===== src/rtl/seq_tx_pkg.sv =====
`default_nettype none
// ============================================================================
// Module      : seq_tx_pkg
// Description : Shared types and helpers for the serial pattern transmitter.
//               Provides the FSM state type and the frame-length
//               normalisation used at accept time.
// Revision    : 1.0 - initial release
// ============================================================================
package seq_tx_pkg;

    // Transmitter FSM states
    typedef enum logic [1:0] {
        ST_IDLE  = 2'd0,
        ST_SHIFT = 2'd1,
        ST_GAP   = 2'd2
    } tx_state_t;

    // A requested length of 0, or one longer than the register, means
    // "send the full register".
    function automatic int norm_len(input int len, input int width);
        if ((len == 0) || (len > width)) begin
            return width;
        end
        return len;
    endfunction

endpackage
`default_nettype wire


===== src/rtl/seq_tx_shreg.sv =====
`default_nettype none
// ============================================================================
// Module      : seq_tx_shreg
// Description : Load/shift register feeding the serial line. The loaded word
//               is already aligned so that the first bit of the frame sits at
//               the tap; every shift moves the next bit onto the tap.
// Ports       : clk, rst      - clock, asynchronous active-high reset
//               load          - capture load_word (highest priority)
//               clear         - zero the register (line idles low)
//               shift         - advance one bit towards the tap
//               load_word     - pre-aligned frame word
//               tap           - current serial bit (registered)
// Revision    : 1.0 - initial release
// ============================================================================
module seq_tx_shreg #(
    parameter int WIDTH     = 8,
    parameter int MSB_FIRST = 1
) (
    input  logic             clk,
    input  logic             rst,
    input  logic             load,
    input  logic             clear,
    input  logic             shift,
    input  logic [WIDTH-1:0] load_word,
    output logic             tap
);

    logic [WIDTH-1:0] r_sr;
    logic [WIDTH-1:0] w_shifted;

    // Shift direction and tap position follow the bit order
    generate
        if (MSB_FIRST != 0) begin : g_msb_first
            assign w_shifted = {r_sr[WIDTH-2:0], 1'b0};
            assign tap       = r_sr[WIDTH-1];
        end else begin : g_lsb_first
            assign w_shifted = {1'b0, r_sr[WIDTH-1:1]};
            assign tap       = r_sr[0];
        end
    endgenerate

    always_ff @(posedge clk or posedge rst) begin
        if (rst) begin
            r_sr <= '0;
        end else if (load) begin
            r_sr <= load_word;
        end else if (clear) begin
            r_sr <= '0;
        end else if (shift) begin
            r_sr <= w_shifted;
        end
    end

endmodule
`default_nettype wire


===== src/rtl/seq_pattern_tx.sv =====
`default_nettype none
// ============================================================================
// Module      : seq_pattern_tx
// Description : Serial pattern transmitter. Accepts a pattern word and length
//               over a valid/ready handshake, shifts it out one bit per clock
//               with a qualifying valid, then holds the line idle for GAP
//               cycles. With GAP=0 a new frame may be accepted in the last
//               bit cycle and follows with no bubble.
// Ports       : clk, rst            - clock, asynchronous active-high reset
//               load_valid/ready    - frame load handshake
//               load_data/load_len  - pattern bits and bit count
//               out_bit/out_valid   - serial line and its qualifier
//               busy                - frame in progress (SHIFT or GAP)
//               done                - one-cycle pulse after a frame's last bit
// Revision    : 1.0 - initial release
// ============================================================================
module seq_pattern_tx
    import seq_tx_pkg::*;
#(
    parameter int WIDTH     = 8,
    parameter int LEN_W     = $clog2(WIDTH + 1),
    parameter int GAP       = 1,
    parameter int MSB_FIRST = 1
) (
    input  logic             clk,
    input  logic             rst,
    input  logic             load_valid,
    output logic             load_ready,
    input  logic [WIDTH-1:0] load_data,
    input  logic [LEN_W-1:0] load_len,
    output logic             out_bit,
    output logic             out_valid,
    output logic             busy,
    output logic             done
);

    localparam int GAP_W = (GAP > 0) ? $clog2(GAP + 1) : 1;

    tx_state_t        r_state;
    logic [LEN_W-1:0] r_len;
    logic [LEN_W-1:0] r_bit_cnt;
    logic [GAP_W-1:0] r_gap_cnt;
    logic             r_out_valid;
    logic             r_busy;
    logic             r_done;

    logic [LEN_W-1:0] w_eff_len;
    logic [WIDTH-1:0] w_aligned;
    logic             w_last;
    logic             w_ready;
    logic             w_accept;

    assign w_eff_len = LEN_W'(norm_len(int'(load_len), WIDTH));

    // MSB-first frames are pushed up so data[len-1] lands on the top tap;
    // bits above len-1 fall off the top and are never sent.
    generate
        if (MSB_FIRST != 0) begin : g_align_msb
            assign w_aligned = load_data << (LEN_W'(WIDTH) - w_eff_len);
        end else begin : g_align_lsb
            assign w_aligned = load_data;
        end
    endgenerate

    assign w_last   = (r_state == ST_SHIFT) && (r_bit_cnt == (r_len - LEN_W'(1)));
    // Back-to-back loading is only possible when there is no gap to insert
    assign w_ready  = (r_state == ST_IDLE) || ((GAP == 0) && w_last);
    assign w_accept = load_valid && w_ready;

    always_ff @(posedge clk or posedge rst) begin
        if (rst) begin
            r_state     <= ST_IDLE;
            r_len       <= '0;
            r_bit_cnt   <= '0;
            r_gap_cnt   <= '0;
            r_out_valid <= 1'b0;
            r_busy      <= 1'b0;
            r_done      <= 1'b0;
        end else begin
            r_done <= 1'b0;
            case (r_state)
                ST_IDLE: begin
                    if (w_accept) begin
                        r_state     <= ST_SHIFT;
                        r_len       <= w_eff_len;
                        r_bit_cnt   <= '0;
                        r_out_valid <= 1'b1;
                        r_busy      <= 1'b1;
                    end
                end
                ST_SHIFT: begin
                    if (w_last) begin
                        r_done    <= 1'b1;
                        r_bit_cnt <= '0;
                        if (w_accept) begin
                            // Next frame starts immediately; line stays valid
                            r_len <= w_eff_len;
                        end else if (GAP > 0) begin
                            r_state     <= ST_GAP;
                            r_gap_cnt   <= GAP_W'(GAP);
                            r_out_valid <= 1'b0;
                        end else begin
                            r_state     <= ST_IDLE;
                            r_out_valid <= 1'b0;
                            r_busy      <= 1'b0;
                        end
                    end else begin
                        r_bit_cnt <= r_bit_cnt + LEN_W'(1);
                    end
                end
                ST_GAP: begin
                    if (r_gap_cnt <= GAP_W'(1)) begin
                        r_state   <= ST_IDLE;
                        r_gap_cnt <= '0;
                        r_busy    <= 1'b0;
                    end else begin
                        r_gap_cnt <= r_gap_cnt - GAP_W'(1);
                    end
                end
                default: begin
                    r_state     <= ST_IDLE;
                    r_out_valid <= 1'b0;
                    r_busy      <= 1'b0;
                end
            endcase
        end
    end

    seq_tx_shreg #(
        .WIDTH     (WIDTH),
        .MSB_FIRST (MSB_FIRST)
    ) u_shreg (
        .clk       (clk),
        .rst       (rst),
        .load      (w_accept),
        .clear     (w_last && !w_accept),
        .shift     ((r_state == ST_SHIFT) && !w_last),
        .load_word (w_aligned),
        .tap       (out_bit)
    );

    assign load_ready = w_ready;
    assign out_valid  = r_out_valid;
    assign busy       = r_busy;
    assign done       = r_done;

endmodule
`default_nettype wire


===== config.mk =====
export PLATFORM = sky130hd
export DESIGN_NAME = seq_pattern_tx
export DESIGN_NICKNAME = d
export VERILOG_FILES = /design/src/rtl/seq_tx_pkg.sv /design/src/rtl/seq_tx_shreg.sv /design/src/rtl/seq_pattern_tx.sv
export SDC_FILE = /design/constraint.sdc
export NUM_CORES = 1
export LEC_CHECK = 0
export CELL_PAD_IN_SITES_DETAIL_PLACEMENT = 2
export CELL_PAD_IN_SITES_GLOBAL_PLACEMENT = 2
export CORE_MARGIN = 3
export CORE_UTILIZATION = 30
export CTS_BUF_LIST = sky130_fd_sc_hd__clkbuf_8 sky130_fd_sc_hd__clkbuf_16
export DETAILED_ROUTE_END_ITERATION = 12
export GPL_TIMING_DRIVEN = 0
export PLACE_DENSITY = 0.81
export SYNTH_ARGS = -nofsm -noshare
export SYNTH_HDL_FRONTEND = slang
export SYNTH_SLANG_ARGS = --single-unit

===== constraint.sdc =====
create_clock -name clk -period 1.9 [get_ports clk]
set_clock_uncertainty 0.2 [all_clocks]
set_input_delay 0.19 -clock clk [delete_from_list [all_inputs] [get_ports clk]]
set_output_delay 0.19 -clock clk [all_outputs]
set_load 0.1 [all_outputs]

======== After elaboration in Yosys (flattened, before gate mapping) ========
Cells that the tools add are included.
storage, ports and cells
  flip-flop bits (word level) ............. 22
  input port bits ......................... 15
  output and inout bits ................... 5
cells by class
  add/sub/neg operators ................... 4
  $lt $le $gt $ge ......................... 2
  eq/ne operators ......................... 7
  shifts and indexed selects .............. 1
  multiplexer cells ....................... 29
  bitwise gates (word level) .............. 2
  reductions and logical operators ........ 18
operators by type and width
  operator                                                                count
  4-bit two-way mux                                                       6
  8-bit two-way mux                                                       3
  4-bit one-hot mux with 2 select lines                                   2
  1-bit two-way mux                                                       10
  2-bit two-way mux                                                       4
  4-bit AND reduction                                                     2
  8-bit by 4-bit left shift with 8-bit output                             1
  2-bit != test (second input constant)                                   3
  1-bit one-hot mux with 3 select lines                                   2
  2-bit one-hot mux with 3 select lines                                   1
  3-bit AND reduction                                                     2
  4-bit by 1-bit adder with 4-bit output (second input constant)          1
  4-bit equality test                                                     1
  4-bit greater-than comparator (second input constant)                   1
  1-bit logical AND                                                       4
  4-bit logical NOT                                                       1
  2-bit AND reduction                                                     2
  2-bit nonzero test                                                      2
  4-bit by 1-bit subtractor with 4-bit output (second input constant)     1
  4-bit subtractor (first input constant)                                 1
  3-bit nonzero test                                                      1
  2-bit by 1-bit equality test with 1-bit output (second input constant)  1
  2-bit equality test (second input constant)                             1
  1-bit logical NOT                                                       2
  other kinds (7)                                                         8

======== Depth between registers and ports, before layout ========
Gate-level depths: netlist of run 1.
  depth in word-level cells ............... 8
  mapped depth ............................ 10

======== Modules after synthesis ========
A second synthesis of run 1 with hierarchy kept.
second synthesis, totals
  cells, all modules ...................... 163
  area total of the unflattened synthesis .. 1,457.6 um^2
modules (own cells, without submodules)
  module          times used  cells an instance  area each (um^2)  sequential area each (um^2)
  seq_pattern_tx  1           127                1,081.0           325.3
  seq_tx_shreg    1           36                 376.6             200.2

======== Worst setup path before layout of run 1 ========
No wires, ideal clock.
  path type ............................... register -> register
  from .................................... register r_state[1]
  to ...................................... register u_shreg.r_sr[3]
  setup time .............................. 0.066 ns
  data arrival time ....................... 2.522 ns
  data required time ...................... 1.634 ns
  slack ................................... -0.889 ns
  stages on the path, launching flop included .. 6
  buffers on the path ..................... 1
  cells stage by stage .................... dfrtp_1 -> nor2_1 -> nand2_1 -> buf_4 -> nor3_1 -> a221o_1
on the way
  longest elaborated chain between the ends .. 6
  elaborated cells on any way between the ends .. 11
  those cells by class .................... eq/ne: 1; mux: 2; reduce/logical: 8
RTL lines
  what                    line                   text
  start, declared         seq_pattern_tx.sv:39   tx_state_t r_state;
  start signal, assigned  seq_pattern_tx.sv:72   r_state <= ST_IDLE;
  start signal, assigned  seq_pattern_tx.sv:84   r_state <= ST_SHIFT;
  start signal, assigned  seq_pattern_tx.sv:99   r_state <= ST_GAP;
  2-bit logical NOT (*)   seq_pattern_tx.sv:67   assign w_ready = (r_state == ST_IDLE) || ((GAP == 0) && w_last);
  via load_ready          seq_pattern_tx.sv:28   output logic load_ready,
  1-bit logical AND (*)   seq_pattern_tx.sv:68   assign w_accept = load_valid && w_ready;
  1-bit logical NOT       seq_pattern_tx.sv:136  .clear (w_last && !w_accept),
  1-bit logical AND       seq_pattern_tx.sv:136
  8-bit two-way mux       seq_tx_shreg.sv:47     end else if (clear) begin
  8-bit two-way mux       seq_tx_shreg.sv:45     end else if (load) begin
  end signal, assigned    seq_tx_shreg.sv:46     r_sr <= load_word;
  end signal, assigned    seq_tx_shreg.sv:50     r_sr <= w_shifted;
  end, declared           seq_tx_shreg.sv:28     logic [WIDTH-1:0] r_sr;
The timed path passes the listed nets; every way through them passes the cells marked *.
A chain may end at the register's enable or synchronous reset.

======== Final worst setup path of run 1 ========
  from .................................... register r_len[1]
  to ...................................... register u_shreg.r_sr[7]
on the way
  longest elaborated chain between the ends .. 6
  elaborated cells on any way between the ends .. 9
  those cells by class .................... add/sub: 1; eq/ne: 1; mux: 2; reduce/logical: 5
RTL lines
  what                                                     line                                          text
  start, declared                                          seq_pattern_tx.sv:40                          logic [LEN_W-1:0] r_len;
  start signal, assigned                                   seq_pattern_tx.sv:85                          r_len <= w_eff_len;
  start signal, assigned                                   seq_pattern_tx.sv:97                          r_len <= w_eff_len;
  4-bit by 1-bit subtractor with 4-bit output (*)          seq_pattern_tx.sv:65                          assign w_last = (r_state == ST_SHIFT) && (r_bit_cnt == (r_len - LEN_W'(1)));
  4-bit equality test (*)                                  seq_pattern_tx.sv:65
  1-bit logical AND (*)                                    seq_pattern_tx.sv:65
  1-bit logical AND or 1-bit logical NOT (tied branches)   seq_pattern_tx.sv:136, seq_pattern_tx.sv:137
  8-bit two-way mux or 1-bit logical AND (tied branches)   seq_tx_shreg.sv:47, seq_pattern_tx.sv:137
  8-bit two-way mux or 3-bit nonzero test (tied branches)  n/a
Every way passes the cells marked *; elsewhere a longest branch is shown, timed or not.

==> results.py, run 1 <==
metrics = {
    "die": {
        "dieHeight_microns": 70.36,
        "dieArea_sq_um": 4950,
        "core-area_sq_um": 3826,
        "die_w_microns": 70.36,
        "num_rows": 22,
        "boundaryPins": 20,
        "initial_core_util": 0.3247,
    },
    "clock_network": {
        "clkTransAtPathRegs_ns": 0.08,
        "cts_buffers": 3,
        "cts.htree.levels": 1,
        "root_buffer": "clkbuf_8",
        "clockBufferDepth": 2,
        "cts_tree": "yes",
        "numClockSinks": 21,
        "clk_latency_ns": 0.27,
    },
    "critical_path": {
        "worst-r2r-cell-count": 7,
        "critPathSlowestCell": "dfrtp_1",
        "path_class": "flip-flop to flip-flop",
        "critPathBufInv": 2,
        "crit_chain": "buf_4 -> buf_4 -> nor3_2 -> xnor2_1 -> nand2_2 -> o211ai_1 -> a41oi_1",
        "cp.required_ns": 1.82,
        "critPathLaunchType": "flip-flop",
        "cpPeakStageDelay_ns": 0.40,
        "crit_top_cell": "buf_4",
        "path_max_fanout": 3,
        "reg2reg_from": "r_len[1]",
        "arrival_ns": 2.01,
        "rrSetupSlack_ns": -0.19,
        "crit_path_end_kind": "flip-flop",
        "cp_top_family": "compound AO/OA/AOI/OAI gates",
        "reg2reg_to": "u_shreg.r_sr[7]",
    },
    "timing": {
        "tightestPinTransition_ns": 0.9528,
        "hold_ws_ns": 0.1315,
        "final_hold_viol_count": 0,
        "final.period_utilization": 1.100,
        "fin_tns_setup_ns": -1.730,
        "setup_violations": 15,
        "finalMaxSlewViolations": 0,
        "timing.fmax_ghz": 0.4783,
        "slew-limit-headroom": 0.3673,
        "period_needed_ns": 2.091,
        "setup_ws_ns": -0.1908,
        "rsz0062_at_grt": "true",
    },
    "run": {
        "maxCapViolCount": 0,
    },
    "cells_and_area": {
        "seq_area_sq_um": 525.5,
        "antenna_cells": 0,
        "fillers": 405,
        "drive_gt1_frac": 0.2963,
        "final_cells": 210,
        "area_growth_pct": 40.99,
        "final_nets": 181,
        "multi_input_area_sq_um": 757.0,
        "postLayoutCoreUtil": 0.4578,
    },
    "route": {
        "drtIter0Drc": 35,
        "vias": 1143,
        "drt_wl_total_mm": 4.075,
        "avgRoutedWirePerCell_microns": 19.40,
        "drcViolationCount": 0,
        "via_per_inst": 5.443,
        "route.antenna.remaining_nets": 0,
        "first_pass_iters": 4,
    },
    "run_status": {
        "violations": "negative setup slack",
        "status": "complete, but fails checks",
    },
    "grt": {
        "antenna_found_initial": 0,
        "grtUsageTotal": 0.1687,
        "grt_pass1_vias": 1298,
        "grt_start_max_net_pins": 22,
        "overflow": 0,
        "grt_pass1_wl_mm": 6.555,
    },
    "pwr": {
        "clkPwrFrac": 0.112,
        "intPower_mw": 1.400,
        "p_comb_frac": 0.613,
        "p_leak_nw": 0.7414,
        "irDropWorstVdd_mv": 0.5169,
        "powerDensity_nw_per_um2": 1580,
        "p_sw_frac": 0.4941,
        "seqPwrFrac": 0.275,
        "p_switching_mw": 1.367,
    },
    "hold_path": {
        "worstHoldEndpoint": "r_len[3]",
        "hold_class": "input pin to flip-flop",
        "hp-start": "load_len[0]",
        "whs_path_depth": 4,
    },
    "logic_synthesis": {
        "synth-seq-cells": 21,
        "synth_top_area_frac": 0.4230,
        "netlist_top_cells_area": "dfrtp_1, o21ai_0, nand2_1, nor2_1, mux2i_1",
        "yosysTopAreaCell": "dfrtp_1",
        "syn-num-nets": 142,
        "synth_warnings": 0,
        "avgSynthCellArea_sq_um": 10.02,
        "yosysSeqAreaShare": 0.4230,
        "synth_cells": 124,
        "synth_cell_types": 40,
        "synthesis.area_sq_um": 1242,
    },
    "place": {
        "gp_congestion": 0.7688,
        "place_hpwl_mm": 2.619,
        "dp.cells": 191,
        "io_buffer_count": 19,
        "dp_worst_setup_slack_ns": -0.7503,
    },
}
power groups by stage:
stage | clock, mW | sequential [mW] | combinational, mW
2_1_floorplan | 0 | 0.960 | 0.807
3_3_place_gp | 0 | 0.758 | 1.30
3_5_place_dp | 0 | 0.775 | 1.35
4_1_cts | 0.312 | 0.758 | 1.52
5_1_grt | 0.331 | 0.785 | 1.84
6_report | 0.310 | 0.762 | 1.70
metal layers:
layer / part of all wire / wire length, microns / global-route usage / up-vias
met5: 0 / 0 / 0 / -
met4: 0.041 / 166 / 0.06383 / 0
met3: 0.029 / 118 / 0.01151 / 11
met2: 0.54 / 2216 / 0.3274 / 37
met1: 0.39 / 1573 / 0.1875 / 580
li1: - / - / - / 515
worst min-delay path: cells and delay by family:
kind	cells	cell delay [ns]
buffers and inverters	1	0.10
and+or+nand+nor	3	0.27
synthesized netlist by cell type, drive strengths merged:
library cell	n
nor2b	2
a211oi	3
nor3	5
buf	4
a22o	2
or4bb	1
nor4	1
a41oi	1
mux2i	4
nand4	1
xnor2	3
nor2	14
a22oi	1
xor2	4
or2	1
mux4	2
nor3b	2
dfrtp	21
o211ai	3
a221o	3
o21ai	12
ha	3
o2111ai	1
nand2	14
a21o	1
inv	5
and2	3
nand2b	3
o31ai	1
xor3	1
clkbuf	1
mux2	1
final cells by class:
cell class              count  area share
plain buffers               5     0.02429
clock buffers               3     0.02357
clock inverters             1    0.002857
inverters                   5     0.01357
multi-input cells          93      0.4321
flip-flops and latches     21      0.3000
well taps                  48     0.03429
repair buffers             34      0.1693
registers in the layout, indices dropped and copies added (netlist names):
name	count
r_len	4
r_state	2
done	1
busy	1
out_valid	1
r_bit_cnt	4
u_shreg.r_sr	8
stage by stage:
stage / power (mW) / area, sq um
final: 2.767 / 1752
after CTS: 2.592 / 1695
after global routing: 2.954 / 1752
after global placement: 2.054 / 1536
after detailed placement: 2.129 / 1536
after floorplan: 1.767 / 1286
logic make-up after synthesis:
| family | share of synthesized area |
|---|---|
| compound gates | 0.1551 |
| xor+xnor | 0.08359 |
| fa+ha+maj | 0.03021 |
| buf+inv | 0.04430 |
| flops | 0.4230 |
| mux | 0.08057 |
| simple gates | 0.1833 |
layout by cell type (no fill, tap or decap), drive strengths merged, types with 2 or more instances in the layout:
cell type	instances
nor2	14
buf	19
nand2b	3
nor3b	2
a221o	3
clkdlybuf4s15	4
xor2	4
clkbuf	5
xnor2	3
o21ai	12
dfrtp	21
inv	5
nand2	14
clkdlybuf4s50	11
nor3	5
a211oi	3
and2	3
nor2b	2
mux4	2
mux2i	4
a22o	2
o211ai	3
ha	3
dlygate4sd2	3
how the worst max path moves through the flow:
stage	to	depth (start not counted)	from
after CTS	u_shreg.r_sr[1]	7	r_len[1]
final	u_shreg.r_sr[7]	7	r_len[1]
after global routing	r_bit_cnt[0]	7	r_len[1]
after floorplan	u_shreg.r_sr[6]	10	load_len[0]
after detailed placement	u_shreg.r_sr[4]	11	load_len[0]
after global placement	u_shreg.r_sr[6]	11	load_len[0]
what timing repair did:
item / CTS / global route
endpoints found under the setup margin: 16 / 17
resized for setup: 23 / 11
pin swaps: 8 / 11
hold endpoints to repair: 0 / 0
hold buffers: 0 / 0
buffers inserted: 12 / 3
Note: power is estimated with default switching activity, not from simulation.
==> run 2: changes to the inputs <==
CAP_MARGIN = 0   (was not set)
CORE_MARGIN = 4   (was 3)
==> run 2 against run 1 <==
  * Critical endpoint unchanged
  * Critical path type unchanged
  * Combinational power decreased by 8%
  * Final cell count decreased by 1.9%
  * Power decreased by 5.7%
  * Clock power decreased by 6%
  * Largest cell class unchanged
  * The run still ends with negative setup slack left
  * Non-clock buffer count decreased by 6
==> results.py, run 2 (synthesis results as in run 1) <==
metrics = {
    "die": {
        "initial_core_util": 0.3106,
        "num_rows": 23,
        "boundaryPins": 20,
        "dieHeight_microns": 72.36,
        "die_w_microns": 72.36,
        "dieArea_sq_um": 5235,
        "core-area_sq_um": 4000,
    },
    "pwr": {
        "p_total_mw": 2.611,
        "p_switching_mw": 1.261,
        "p_comb_frac": 0.598,
        "seqPwrFrac": 0.291,
        "intPower_mw": 1.350,
        "powerDensity_nw_per_um2": 1534,
        "p_sw_frac": 0.4830,
        "clkPwrFrac": 0.111,
        "p_leak_nw": 0.7163,
        "irDropWorstVdd_mv": 0.3503,
    },
    "timing": {
        "hold_ws_ns": 0.06160,
        "period_needed_ns": 1.970,
        "timing.fmax_ghz": 0.5077,
        "tightestPinTransition_ns": 0.9602,
        "setup_ws_ns": -0.06969,
        "final_hold_viol_count": 0,
        "slew-limit-headroom": 0.3623,
        "rsz0062_at_grt": "true",
        "setup_violations": 5,
        "finalMaxSlewViolations": 0,
        "final.period_utilization": 1.037,
    },
    "clock_network": {
        "root_buffer": "clkbuf_8",
        "clk_latency_ns": 0.26,
        "ctsHoldBuffers": 0,
        "cts.htree.levels": 1,
        "cts_buffers": 3,
        "numClockSinks": 21,
        "clockBufferDepth": 2,
        "cts_tree": "yes",
        "clkTransAtPathRegs_ns": 0.08,
    },
    "critical_path": {
        "critPathBufInv": 1,
        "crit_chain": "inv_2 -> ha_4 -> xnor2_1 -> nor3_2 -> nand2_2 -> o211ai_1 -> a41oi_2",
        "path_max_fanout": 4,
        "rrSetupSlack_ns": -0.07,
        "critPathLaunchType": "flip-flop",
        "crit_path_end_kind": "flip-flop",
        "cp.required_ns": 1.81,
        "reg2reg_to": "u_shreg.r_sr[7]",
        "arrival_ns": 1.88,
        "cpPeakStageDelay_ns": 0.40,
        "worst-r2r-cell-count": 7,
        "reg2reg_from": "r_len[0]",
        "path_class": "flip-flop to flip-flop",
        "cp_top_family": "compound AO/OA/AOI/OAI gates",
        "critPathSlowestCell": "dfrtp_1",
    },
    "cells_and_area": {
        "postLayoutCoreUtil": 0.4254,
        "layout_commonest_cell": "dfrtp_1",
        "post-route-cell-area_sq_um": 1702,
        "fillers": 421,
        "final_cell_mix": "dfrtp_1, nand2_1, nor2_1, clkdlybuf4s50_1, buf_4",
        "largest-register": "u_shreg.r_sr",
        "final_nets": 175,
        "largest_reg_flops": 8,
        "area_growth_pct": 36.96,
        "drive_gt1_frac": 0.2500,
        "final_cells": 206,
        "reg_top3": "u_shreg.r_sr (8), r_bit_cnt (4), r_len (4)",
        "antenna_cells": 0,
    },
    "grt": {
        "grtUsageTotal": 0.1651,
        "overflow": 0,
        "grt_start_max_net_pins": 22,
        "antenna_found_initial": 0,
        "grt_pass1_wl_mm": 6.582,
        "grt_pass1_vias": 1294,
    },
    "route": {
        "avgRoutedWirePerCell_microns": 18.32,
        "wl_met1_mm": 1.497,
        "drt_wl_total_mm": 3.773,
        "via_per_inst": 5.233,
        "route.antenna.remaining_nets": 0,
        "dr_wl_met2_mm": 2.076,
        "first_pass_iters": 2,
        "drcViolationCount": 0,
        "wl_met3_microns": 148,
        "highest_layer": "met4",
        "drtIter0Drc": 37,
        "vias": 1078,
    },
    "place": {
        "place_hpwl_mm": 2.719,
        "dp.cells": 193,
        "gp_congestion": 0.7830,
        "dpl-instance-area_sq_um": 1539,
        "io_buffer_count": 19,
    },
    "run": {
        "maxCapViolCount": 0,
    },
    "hold_path": {
        "hold_class": "input pin to flip-flop",
        "whs_path_depth": 3,
        "worstHoldEndpoint": "r_len[3]",
        "hp-start": "load_len[3]",
    },
    "run_status": {
        "status": "complete, but fails checks",
        "violations": "negative setup slack",
    },
}
[run 2: cell types whose count changed in the layout (fill, tap and decap cells not counted), moves of 2 or more]
cell,before,now
buf_2,0,2
nor2_2,4,2
nor2_1,9,11
buf_4,16,10
[run 2: per-layer routing]
metal / track usage / up-vias
li1: - / 505
met1: 0.1806 / 546
met2: 0.3155 / 22
met3: 0.03324 / 5
met4: 0.05010 / 0
met5: 0 / -
[run 2: stage by stage]
step	setup TNS, ns	setup slack, ns
CTS	-0.3730	-0.09944
finish	-0.1539	-0.06969
global route	-0.7077	-0.1564
global placement	-4.429	-0.6990
floorplan	-0.01076	-0.009910
detailed placement	-5.519	-0.7824
[run 2: worst max-delay path by stage]
| stage | startpoint | to | slack [ns] | cells past startpoint |
|---|---|---|---|---|
| final | r_len[0] | u_shreg.r_sr[7] | -0.07 | 7 |
| after CTS | r_len[1] | u_shreg.r_sr[7] | -0.1 | 7 |
| after floorplan | load_len[0] | u_shreg.r_sr[6] | -0.01 | 10 |
| after detailed placement | load_len[3] | u_shreg.r_sr[6] | -0.78 | 11 |
| after global placement | load_len[3] | u_shreg.r_sr[6] | -0.70 | 11 |
| after global routing | r_len[0] | u_shreg.r_sr[7] | -0.16 | 7 |
[run 2: final cells by class]
cell class / instances / area (sq um) / share of cell area
Buffer: 5 / 46.29 / 0.02721
Clock buffer: 3 / 41.29 / 0.02426
Clock inverter: 1 / 3.754 / 0.002206
Inverter: 5 / 23.77 / 0.01397
Multi-Input combinational cell: 93 / 753.2 / 0.4426
Sequential cell: 21 / 525.5 / 0.3088
Tap cell: 50 / 62.56 / 0.03676
Timing Repair Buffer: 28 / 245.2 / 0.1441
[run 2: timing repair]
| item | CTS | global route |
|---|---|---|
| pin swaps | 8 | 8 |
| buffers inserted | 8 | 1 |
| resized for setup | 30 | 6 |
| endpoints found under the setup margin | 16 | 13 |
[run 2: power by group through the flow]
stage | clock (mW) | combinational, mW | sequential, mW
6_report | 0.291 | 1.56 | 0.760
5_1_grt | 0.319 | 1.70 | 0.788
4_1_cts | 0.299 | 1.53 | 0.759
3_5_place_dp | 0 | 1.37 | 0.773
3_3_place_gp | 0 | 1.30 | 0.758
2_1_floorplan | 0 | 0.807 | 0.960
[run 2: worst reg2reg max path, delay by kind of cell (launching register included)]
kind	cells	cell delay, ns
AND/OR/NAND/NOR	2	0.36
adder cells (fa/ha/maj)	1	0.20
AO/OA/AOI/OAI	2	0.45
XOR/XNOR	1	0.13
buffers and inverters	1	0.08
flip-flops	1	0.40
==> patch 1: new RTL, settings of run 2 <==
`WIDTH` is set to 8 in 2 places; all go to 16.
--- a/src/rtl/seq_tx_shreg.sv
+++ b/src/rtl/seq_tx_shreg.sv
@@ -14,5 +14,5 @@
 // ============================================================================
 module seq_tx_shreg #(
-    parameter int WIDTH     = 8,
+    parameter int WIDTH     = 16,
     parameter int MSB_FIRST = 1
 ) (
--- a/src/rtl/seq_pattern_tx.sv
+++ b/src/rtl/seq_pattern_tx.sv
@@ -18,5 +18,5 @@
     import seq_tx_pkg::*;
 #(
-    parameter int WIDTH     = 8,
+    parameter int WIDTH     = 16,
     parameter int LEN_W     = $clog2(WIDTH + 1),
     parameter int GAP       = 1,
Ports: changed (resized load_data and load_len); port bits go from 20 to 29. The function was not compared with the original's and may differ.
==> patch 1 against run 2 <==
  * The run still ends with setup timing left
  * Final area up 110%
  * Maximum frequency fell by 28%
  * Critical path depth up 8
  * Non-clock buffer count is 45 higher
  * Setup slack worse by 0.76 ns
  * Via count rose by 120%
  * Synthesized area is 84% higher
  * Global-route usage is 3.3 points higher
  * Routed wire length increased to 2.5 times the old value
  * Worst hold slack worse by 0.019 ns
  * Total power is 88% higher
  * Cell count is 100% higher
  * Count of clock-buffer cells in the layout up 3
  * Sequential cell count increased by 10
  * Critical path type is now input port to flip-flop
  * Largest power group unchanged
==> patch 1: results (changes against run 2) <==
status=complete, but fails checks (unchanged); violated checks=setup timing (unchanged); final setup margin=-0.833 ns (was -0.0697 ns); synthesized flop and latch total=31 (was 21); Setup Buffers After CTS=26 (was 8); Worst-Skew Late Latency=0.30 ns (was 0.26 ns); fillers=739 (was 421); met2 global-route usage=38.3% (was 31.5%); Non-clock buffers=78 (was 33); gr usage total=19.8% (was 16.5%); Synth Area in Compound Gates=19.3% (was 15.5%); via/cell ratio=5.62 (was 5.23); Worst-Margin Slew=0.945 ns (was 0.960 ns); Mean Syn Cell Area=9.45 um^2 (was 10.0 um^2); area of the multi-input gates=1810 um^2 (was 753 um^2); switching part of the total=47.6% (was 48.3%); Worst path top cell family by delay=adder cells (was compound AO/OA/AOI/OAI gates); Port Buf Inserts=28 (was 19); critical path startpoint=load_len[0] (was r_len[0]$_DFFE_PP0P_); pwr dens=1350 nW/um^2 (was 1530 nW/um^2); Post-Route WL=9560 um (was 3770 um); Clk pwr share=14.5% (was 11.1%); #MultiIn Comb=188 (was 93); grt met1 use=22.2% (was 18.1%); non-filler cells, final=414 (was 206); Worst path max stage delay=0.30 ns (was 0.40 ns); post-synthesis sequential area ratio=33.9% (was 42.3%); share of layout cells above drive strength 1=44.8% (was 25.0%); global-route wire length before repair=13,600 um (was 6580 um); non-clock inverter count in the final layout=10 (was 5); largest net degree at the start of global routing=32 (was 22); Synth Net Count=270 (was 142); Area contributors post-synth=dfrtp_1 34%, mux2i_1 7.9%, mux4_2 6.9%, nand2_1 5.4%, o21ai_0 3.7% (was dfrtp_1 42%, o21ai_0 4.4%, nand2_1 4.2%, nor2_1 4.2%, mux2i_1 3.2%); P_seq=0.00112 W (was 0.000760 W); clock-cell share of area=3.25% (was 2.65%); mux contribution to synthesized area=15.9% (was 8.06%); Final Setup Violations=23 (was 5); drt initial violations=102 (was 37); met3 routed WL=320 um (was 148 um); met3 GRT Util=2.76% (was 3.32%); area grow syn2layout=58.2% (was 37.0%); sequential cell area=776 um^2 (was 526 um^2); WL met1=3760 um (was 1500 um); met2 wire len=5290 um (was 2080 um); layout clock buffer count=6 (was 3); library cells used by synthesis=58 (was 40); total CTS buffers=5 (was 3); CP max stage cell=nor4_4 (was dfrtp_1)
==> patch 1: cell types whose count changed in the layout (fill, tap and decap cells not counted), sizes merged, moves of 6 or more <==
cell and delta:
buf +36, nand2 +19, mux2i +14, dfrtp +10, a21oi +9, clkbuf +7
clkdlybuf4s50 +7, nand3 +7, mux4 +6, nor2 +6
==> patch 1: path summary, 6_finish.rpt <==
path                                                 to  cells after the start  slack [ns]
setup reg to reg            u_shreg.r_sr[9]$_DFFE_PP0P_                      8       -0.44
setup / recovery           u_shreg.r_sr[10]$_DFFE_PP0P_                     15       -0.83
min in group asynchronous   u_shreg.r_sr[6]$_DFFE_PP0P_                      3        0.51
max in group asynchronous          r_len[4]$_DFFE_PP0P_                      4        0.56
hold reg to reg             u_shreg.r_sr[1]$_DFFE_PP0P_                      2        0.30
hold / removal                     r_len[3]$_DFFE_PP0P_                      3        0.04
==> patch 2: new RTL, flow settings as in run 2 <==
Made on the original files. Reset style: synchronous (`rst`), changed in 2 clocked blocks. Comments in the files are not updated.
--- a/src/rtl/seq_tx_shreg.sv
+++ b/src/rtl/seq_tx_shreg.sv
@@ -40,5 +40,5 @@
     endgenerate
 
-    always_ff @(posedge clk or posedge rst) begin
+    always_ff @(posedge clk) begin
         if (rst) begin
             r_sr <= '0;
--- a/src/rtl/seq_pattern_tx.sv
+++ b/src/rtl/seq_pattern_tx.sv
@@ -68,5 +68,5 @@
     assign w_accept = load_valid && w_ready;
 
-    always_ff @(posedge clk or posedge rst) begin
+    always_ff @(posedge clk) begin
         if (rst) begin
             r_state     <= ST_IDLE;
Formal check against the unedited RTL: differs if rst is asserted again (counterexample within 4 cycles, from zero or initial values and one cycle with rst high); with rst held inactive, the same outputs for 10 cycles.
==> patch 2 against run 2 <==
  * The flow still finishes with violations (setup timing)
  * Synthesized area down 2.1%
  * Sequential cell count unchanged
  * First-iteration DRC count up 76%
  * Largest cell class unchanged
  * Final area up 11%
  * Synthesized cell count up 8.9%
  * Setup slack worse by 0.026 ns
  * Sequential share of layout area down 8.4 points
  * Routed wire length up 20%
Power is not compared: it rests on default switching activity, and its combinational part moved more than twofold at a synthesized area within 25%.
==> patch 2: results (changes against run 2) <==
mux contribution to synthesized area=10.5% (was 8.06%); gr usage total=17.8% (was 16.5%); post-synthesis sequential area ratio=34.6% (was 42.3%); Via Count=1,216 (was 1,078); final setup margin=-0.0960 ns (was -0.0697 ns); placed cells=202 (was 193); Area contributors post-synth=dfxtp_1 35%, nor2_1 7.1%, mux4_2 5.6%, mux2i_1 4.9%, a211oi_1 3.7% (was dfrtp_1 42%, o21ai_0 4.4%, nand2_1 4.2%, nor2_1 4.2%, mux2i_1 3.2%); vias in the first global route=1,419 (was 1,294); share of layout cells above drive strength 1=41.5% (was 25.0%); met3 routed WL=145 um (was 148 um); die area=5140 um^2 (was 5240 um^2); XOR/XNOR Fraction of Synth Area=6.38% (was 8.36%); Mapped Cells=135 (was 124); Non-clock buffer share=21.2% (was 17.1%); fin util=49.7% (was 42.5%); CP max stage cell=dfxtp_2 (was dfrtp_1); status=complete, but fails checks (unchanged); library cells used by synthesis=33 (was 40); Synth Area in Compound Gates=18.5% (was 15.5%); #MultiIn Comb=102 (was 93); violated checks=setup timing (unchanged); Hold Slack=0.190 ns (was 0.0616 ns); area of the multi-input gates=941 um^2 (was 753 um^2); Synth Area in Adders=3.09% (was 3.02%); Worst path max stage delay=0.34 ns (was 0.40 ns); DRT Pass-1 Iters=4 (was 2); met3 GRT Util=2.10% (was 3.32%); pre-CTS WS=-0.723 ns (was -0.782 ns); clock-cell share of area=2.38% (was 2.65%); CTS resizes=42 (was 30); global-route wire length before repair=7220 um (was 6580 um); grt met1 use=20.4% (was 18.1%); Slew headroom=36.1% (was 36.2%); Non-clock buffers=45 (was 33); non-clock inverter count in the final layout=4 (was 5); largest net degree at the start of global routing=12 (was 22); DP HPWL=2720 um (about the same); via/cell ratio=5.43 (was 5.23); IR drop worst, VDD=around 0.27 mV; Final Setup Violations=8 (was 5); met2 wire len=2480 um (was 2080 um); WL met1=1850 um (was 1500 um); fillers=407 (was 421)
patch 2: changes by cell type in the layout (fill, tap and decap cells not counted), sizes merged, moves of 5 or more:
cell,change
nor2,+10
dfrtp,-21
dfxtp,+21
buf,+8
o21ai,-10
nand2,-5
a21oi,+5
a221oi,+5
patch 2: path summary, 6_finish.rpt:
kind	cells past startpoint	from	to
worst max-delay path	7	r_len[0]$_SDFFE_PP0P_	r_bit_cnt[0]$_SDFFE_PP0P_
worst min-delay path	3	load_len[3]	r_len[3]$_SDFFE_PP0P_
worst max register to register	7	r_len[0]$_SDFFE_PP0P_	r_bit_cnt[0]$_SDFFE_PP0P_
worst min register to register	2	busy$_SDFFE_PP0P_	busy$_SDFFE_PP0P_
patch 2: power by group through the flow:
stage                     Sequential [W]  Clock (W)  Combinational (W)
after floorplan                 0.000539          0           0.000191
final                           0.000496   0.000315           0.000466
after detailed placement        0.000503          0           0.000329
after global routing            0.000500   0.000341           0.000493
after CTS                       0.000494   0.000303           0.000402
after global placement          0.000500          0           0.000314
